<file path="src/rtl/pc_next_unit.sv">
// pc_next_unit
//   Holds the program counter and chooses the next one for the single-cycle core.
//   It fetches through a req/ready handshake to instruction memory, counts
//   retired instructions with a saturating counter, and halts on a misaligned
//   target.
//
// Ports
//   clk            system clock; all state changes on the rising edge
//   rst            synchronous, active-high reset; overrides every other input
//   offset_shifted sign-extended branch immediate, already shifted left by 2
//   branch, zero   a conditional branch is taken when both are set
//   jump           J-type jump; wins over branch
//   jump_index     instruction bits [25:0]
//   stall          holds the PC and the counter for this cycle
//   imem_ready     imem has returned the instruction at pc this cycle
//   pc             current PC (registered)
//   pc_plus4       pc + 4 (combinational)
//   imem_req       fetch request for address pc (only in FETCH)
//   misalign_err   sticky flag: a computed next PC was not word aligned
//   retired_count  instructions accepted since reset, saturating
//
// state | meaning
// ------+--------------------------------------------------------------
// BOOT  | one idle cycle after reset; pc = RESET_VECTOR, no request
// FETCH | requesting pc; advances on imem_ready && !stall
// HALT  | a misaligned target was seen; frozen until rst

module pc_next_unit #(
  parameter logic [31:0] RESET_VECTOR = 32'h0000_0000,
  parameter int          COUNT_W      = 32
) (
  input  logic               clk,
  input  logic               rst,
  input  logic [31:0]        offset_shifted,
  input  logic               branch,
  input  logic               zero,
  input  logic               jump,
  input  logic [25:0]        jump_index,
  input  logic               stall,
  input  logic               imem_ready,
  output logic [31:0]        pc,
  output logic [31:0]        pc_plus4,
  output logic               imem_req,
  output logic               misalign_err,
  output logic [COUNT_W-1:0] retired_count
);

  typedef enum logic [1:0] {
    BOOT  = 2'd0,
    FETCH = 2'd1,
    HALT  = 2'd2
  } state_t;

  localparam logic [COUNT_W-1:0] COUNT_ONE = {{(COUNT_W-1){1'b0}}, 1'b1};

  state_t      state;
  logic [31:0] next_pc;
  logic        accept;

  // Adding 4 wraps mod 2^32, so pc = FFFF_FFFC gives pc_plus4 = 0.
  assign pc_plus4 = pc + 32'd4;

  // Jump has priority over branch. The jump region comes from pc_plus4.
  always_comb begin
    next_pc = pc_plus4;
    if (jump) begin
      next_pc = {pc_plus4[31:28], jump_index, 2'b00};
    end else if (branch && zero) begin
      next_pc = pc_plus4 + offset_shifted;
    end
  end

  assign accept = (state == FETCH) && imem_ready && !stall;

  always_ff @(posedge clk) begin
    if (rst) begin
      state         <= BOOT;
      pc            <= RESET_VECTOR;
      imem_req      <= 1'b0;
      misalign_err  <= 1'b0;
      retired_count <= '0;
    end else begin
      case (state)
        BOOT: begin
          state    <= FETCH;
          imem_req <= 1'b1;
        end
        FETCH: begin
          if (accept) begin
            if (next_pc[1:0] != 2'b00) begin
              // A bad target is neither taken nor counted.
              state        <= HALT;
              imem_req     <= 1'b0;
              misalign_err <= 1'b1;
            end else begin
              pc <= next_pc;
              if (retired_count != '1) begin
                retired_count <= retired_count + COUNT_ONE;
              end
            end
          end
        end
        HALT: begin
          imem_req <= 1'b0;
        end
        default: begin
          state    <= BOOT;
          imem_req <= 1'b0;
        end
      endcase
    end
  end

endmodule
</file>
<file path="config.mk">
export PLATFORM = sky130hd
export DESIGN_NAME = pc_next_unit
export DESIGN_NICKNAME = d
export VERILOG_FILES = /design/src/rtl/pc_next_unit.sv
export SDC_FILE = /design/constraint.sdc
export NUM_CORES = 1
export LEC_CHECK = 0
export ABC_CLOCK_PERIOD_IN_PS = 6400
export CORE_UTILIZATION = 51
export CTS_CLUSTER_SIZE = 28
export DETAILED_ROUTE_END_ITERATION = 10
export PLACE_DENSITY = 0.9
export SYNTH_ARGS = -nofsm -noshare
export SYNTH_HDL_FRONTEND = slang
export SYNTH_SLANG_ARGS = --single-unit
</file>
<file path="constraint.sdc">
create_clock -name clk -period 6.4 [get_ports clk]
set_input_delay 0.96 -clock clk [delete_from_list [all_inputs] [get_ports clk]]
set_output_delay 0.96 -clock clk [all_outputs]
set_load 0.005 [all_outputs]
</file>
After elaboration in Yosys (flattened, before gate mapping)
Index checks and enable logic that the tools add are counted.
- $add $sub $neg: 3
- eq/ne operators: 5
- multiplexer cells: 8
- bitwise operators: 2
- reductions and logical operators: 11
- operators by type and width (operator ; number):
    32-bit two-way mux ; 2
    32-bit by 1-bit adder with 32-bit output (second input constant) ; 1
    32-bit by 3-bit adder with 32-bit output (second input constant) ; 1
    32-bit adder ; 1
    32-bit != test (second input constant) ; 1
    3-bit AND reduction ; 3
    2-bit case mux with 3 select lines ; 1
    2-bit two-way mux ; 2
    4-bit AND reduction ; 1
    1-bit logical AND ; 3
    2-bit by 1-bit equality test with 1-bit output (second input constant) ; 1
    2-bit equality test (second input constant) ; 1
    2-bit zero test ; 1
    1-bit two-way mux ; 2
    2-bit by 1-bit != test with 1-bit output (second input constant) ; 1
    2-bit != test (second input constant) ; 1
    1-bit NOT ; 2
    1-bit case mux with 2 select lines ; 1
    2-bit AND reduction ; 1
    2-bit nonzero test ; 1
    1-bit zero test ; 1
- bits in registers: 68
- bits of input ports: 65
- output and inout bits: 98
- word-level logic and storage cells: 34

Longest topological paths before layout
- word-level depth: 8
- depth in mapped cells: 17
- gate-level depth less buffers: 16

Least setup slack after synthesis
No wires, ideal clock.
- path type: flip-flop to flip-flop
- start point: register pc[2]
- end point: register pc[31]
- setup time: 0.123 ns
- arrival: 3.741 ns
- data required time: 6.277 ns
- slack: 2.536 ns
- stages on the path, launching flop included: 18
- buffers on the path: 1
- period minus slack after synthesis: 3.864 ns
- cell sequence: dfxtp_1 -> ha_1 -> and2_1 -> nand4_1 -> nor2_1 -> and4_1 -> nand3_1 -> xnor2_1 -> ha_1 -> clkbuf_1 -> nand3_1 -> o211ai_1 -> o211ai_1 -> o311ai_0 -> o311ai_0 -> a311oi_1 -> mux2i_1 -> mux2_1
- longest elaborated chain between the ends: 4
- ends and longest elaborated chain (element ; line ; text):
    start: declaration ; 41 ; output logic [31:0] pc,
    start signal: assignment ; 96 ; pc <= next_pc;
    32-bit by 3-bit adder with 32-bit output ; 61 ; assign pc_plus4 = pc + 32'd4;
    named net pc_plus4[26] ; 42 ; output logic [31:0] pc_plus4,
    32-bit adder ; 69 ; next_pc = pc_plus4 + offset_shifted;
    32-bit two-way mux ; 68 ; end else if (branch && zero) begin
    32-bit two-way mux ; 66 ; if (jump) begin
The timed path passes the listed nets, and every way through them passes these cells.
A chain may end at the register's enable or synchronous reset.

Final worst setup path
- start point: register pc[2]
- end point: register pc[31]
- longest elaborated chain between the ends: 4
- ends and longest elaborated chain (element ; line):
    32-bit by 3-bit adder with 32-bit output (*) ; 61
    32-bit adder ; 69
    32-bit two-way mux ; 68
    32-bit two-way mux (*) ; 66
Every way passes the cells marked *; elsewhere a longest branch is shown, timed or not.

==> metrics.cfg <==
[synthesis]
syn-num-nets = 845
synth-compound-area-share_pct = 24.3
synth_fa_ha_area_share_pct = 9.08
synth_top_family_by_area = simple AND/OR/NAND/NOR gates
synth_mux_area_share_pct = 1.79
synth_area_leaders = dfxtp_1 24%, ha_1 8.7%, xor2_1 6.4%
yosys.area_share.simple_pct = 26.2
ys_warn_count = 0
synthCells = 739
synth_area_um2 = 5730
async_flop_share_pct = 0
synth.top_cell.area_share_pct = 23.8
synth_top_area_cell = dfxtp_1
synth_cell_types = 84
synth-xor-area-share_pct = 10.8
ys.flop_type = dfxtp_1
yosysSeqAreaShare_pct = 23.8
ys_seq_elements = 68
syn-mean-instance-area_um2 = 7.76
synth_edf_count = 0

[grt]
grt_pass1_vias = 5808
grt-ovfl-total = 0
grt_util_all_layers_pct = 31.0
grt_first_pass_wirelength_mm = 28.3
antenna_found_initial = 0
grt_max_degree = 61

[power_and_ir_drop]
p_int_uw = 743
p_leak_uw = 0.00296
p_clk_share_pct = 35.5
netSwitchingFraction_pct = 32.1
combPwrFrac_pct = 24.0
max-vdd-ir-drop_mv = 0.133
p_per_area_nw_per_um2 = 144
finalPower_uw = 1090
p_seq_share_pct = 40.5
p_sw_uw = 350

[clock_network]
ctsLongestPathBuffers = 2
clock-sinks = 68
clk_pin_slew_worst_paths_ns = 0.10
numCtsBuffers = 9
post_cts_resized = 0
cts_tree = done
ctsHoldBuffers = 0
root_buffer = clkbuf_8
post-cts-setup-buffers = 0
htree_levels = 3
insertion_delay_ns = 0.39

[timing]
period_needed_ns = 4.65
hold_viol_final = 0
clock.fmax_ghz = 0.215
tns_ns = 0
tightest_slew_ns = 1.08
final.period_utilization_pct = 72.7
setup_viol = 0
fin_skew_ns = 0.0167
rsz0062_at_grt = false
slew_headroom_pct = 28.0
slew_violations = 0
holdWs_ns = 0.481

[setup_path]
crit_fanout = 11
worstPathArrival_ns = 4.93
r2r_setup_slack_ns = 1.75
critPathKind = flop to flop
cp-start-kind = flop
crit_required_ns = 6.68
cp-end-kind = flop

[cells_and_area]
final_cell_count_no_fill = 1028
fillers = 872
final_cell_mix = 161 x clkdlybuf4s50_1, 91 x nor2_1, 82 x nand2_1
area_growth_syn_to_layout_pct = 32.9
n_antenna_cell = 0
final_layout_size_suffix_gt1_share_pct = 5.07
final_common_cell = clkdlybuf4s50_1
layout.nets = 989

[status]
status = finished, final reports clean

[floorplan]
fp.coreArea_um2 = 10900
die_y_um = 108
die_w_um = 108
pin_count = 163
rows = 38
dieArea_um2 = 11700
start_util_pct = 52.6

[route]
drtAntennaViolNets = 0
drt-initial-drc-count = 389
routed_wirelength_mm = 18.0
drc_errors = 0
via_count = 6237
via_per_inst = 6.07
drt-wirelength-per-cell_um = 17.5
first_pass_iters = 7

[worst_hold_path]
hold_class = flop to flop

[placement]
io_buffers = 162
hpwl_mm = 13.4
dp.cells = 1012
place_congestion = 0.900

[flow_run]
cap_violations = 0

==> per-stage QoR <==
stage          utilization [%]  area, um2  worst slack, ns
3_3_place_gp              68.1       7410             2.03
4_1_cts                   69.9       7620             1.86
5_1_grt                   69.9       7620             1.43
6_report                  69.9       7620             1.75
3_5_place_dp              68.1       7410             1.94
2_1_floorplan                -       5730             2.54
==> critical path: stages, from the launching register on <==
cell      delay, ns
dfxtp_1        0.51
ha_1           0.27
and2_1         0.16
nand4_1        0.31
nor2_1         0.37
and4_1         0.34
nand3_1        0.12
xnor2_1        0.19
ha_1           0.48
nand3_1        0.11
o211ai_1       0.21
o211ai_1       0.17
o311ai_0       0.12
o311ai_0       0.22
a311oi_1       0.41
mux2i_1        0.24
mux2_1         0.34
==> synth_stat cells, drive strengths merged (19+ instances only) <==
library cell  count
xor2             42
clkbuf           21
a21oi            46
ha               40
nand3            31
inv              24
nor2             91
dfxtp            68
xnor2            29
o21ai            37
nand2            82
o211ai           19
==> area by class of cell <==
type / count / area (um2) / area share (%)
inverter: 24 / 90.1 / 1.18
clock buffer: 9 / 124 / 1.63
tap: 140 / 175 / 2.30
clock inverter: 7 / 81.3 / 1.07
sequential: 68 / 1360 / 17.9
multi-input combinational: 614 / 4140 / 54.3
timing repair buffer: 166 / 1650 / 21.6
==> logic make-up after synthesis <==
family / count (synthesis)
buffers and inverters: 57
adders and majority gates: 41
DFF: 68
xor gates and xnor gates: 71
AOI/OAI and AO/OA: 191
muxes: 10
and+or+nand+nor: 301
==> sequential cells by signal, summed over array words and instances (netlist names) <==
register	flops
imem_req	1
misalign_err	1
pc	32
retired_count	32
state	2
==> power groups by stage <==
stage | Combinational, uW | Sequential, uW | Clock [uW]
after floorplan | 149 | 450 | 0
after global placement | 252 | 452 | 0
after detailed placement | 256 | 453 | 0
after CTS | 258 | 443 | 389
after global routing | 284 | 444 | 410
final | 262 | 443 | 388
==> final timing paths <==
| path | start | endpoint | depth (start not counted) |
|---|---|---|---|
| min | misalign_err | misalign_err | 2 |
| max | pc[2] | pc[31] | 16 |
| max reg2reg | pc[2] | pc[31] | 16 |
| min reg2reg | misalign_err | misalign_err | 2 |
==> routing by layer <==
| layer | global-route usage (%) | wire length [um] | vias to the layer above | part of all wire [%] |
|---|---|---|---|---|
| met5 | 0 | 0 | - | 0 |
| li1 | - | - | 2988 | - |
| met1 | 37.3 | 7290 | 2886 | 41 |
| met3 | 7.72 | 1790 | 36 | 10 |
| met4 | 12.1 | 354 | 0 | 2.0 |
| met2 | 52.8 | 8530 | 327 | 47 |
Note: power is estimated with default switching activity, not from simulation.
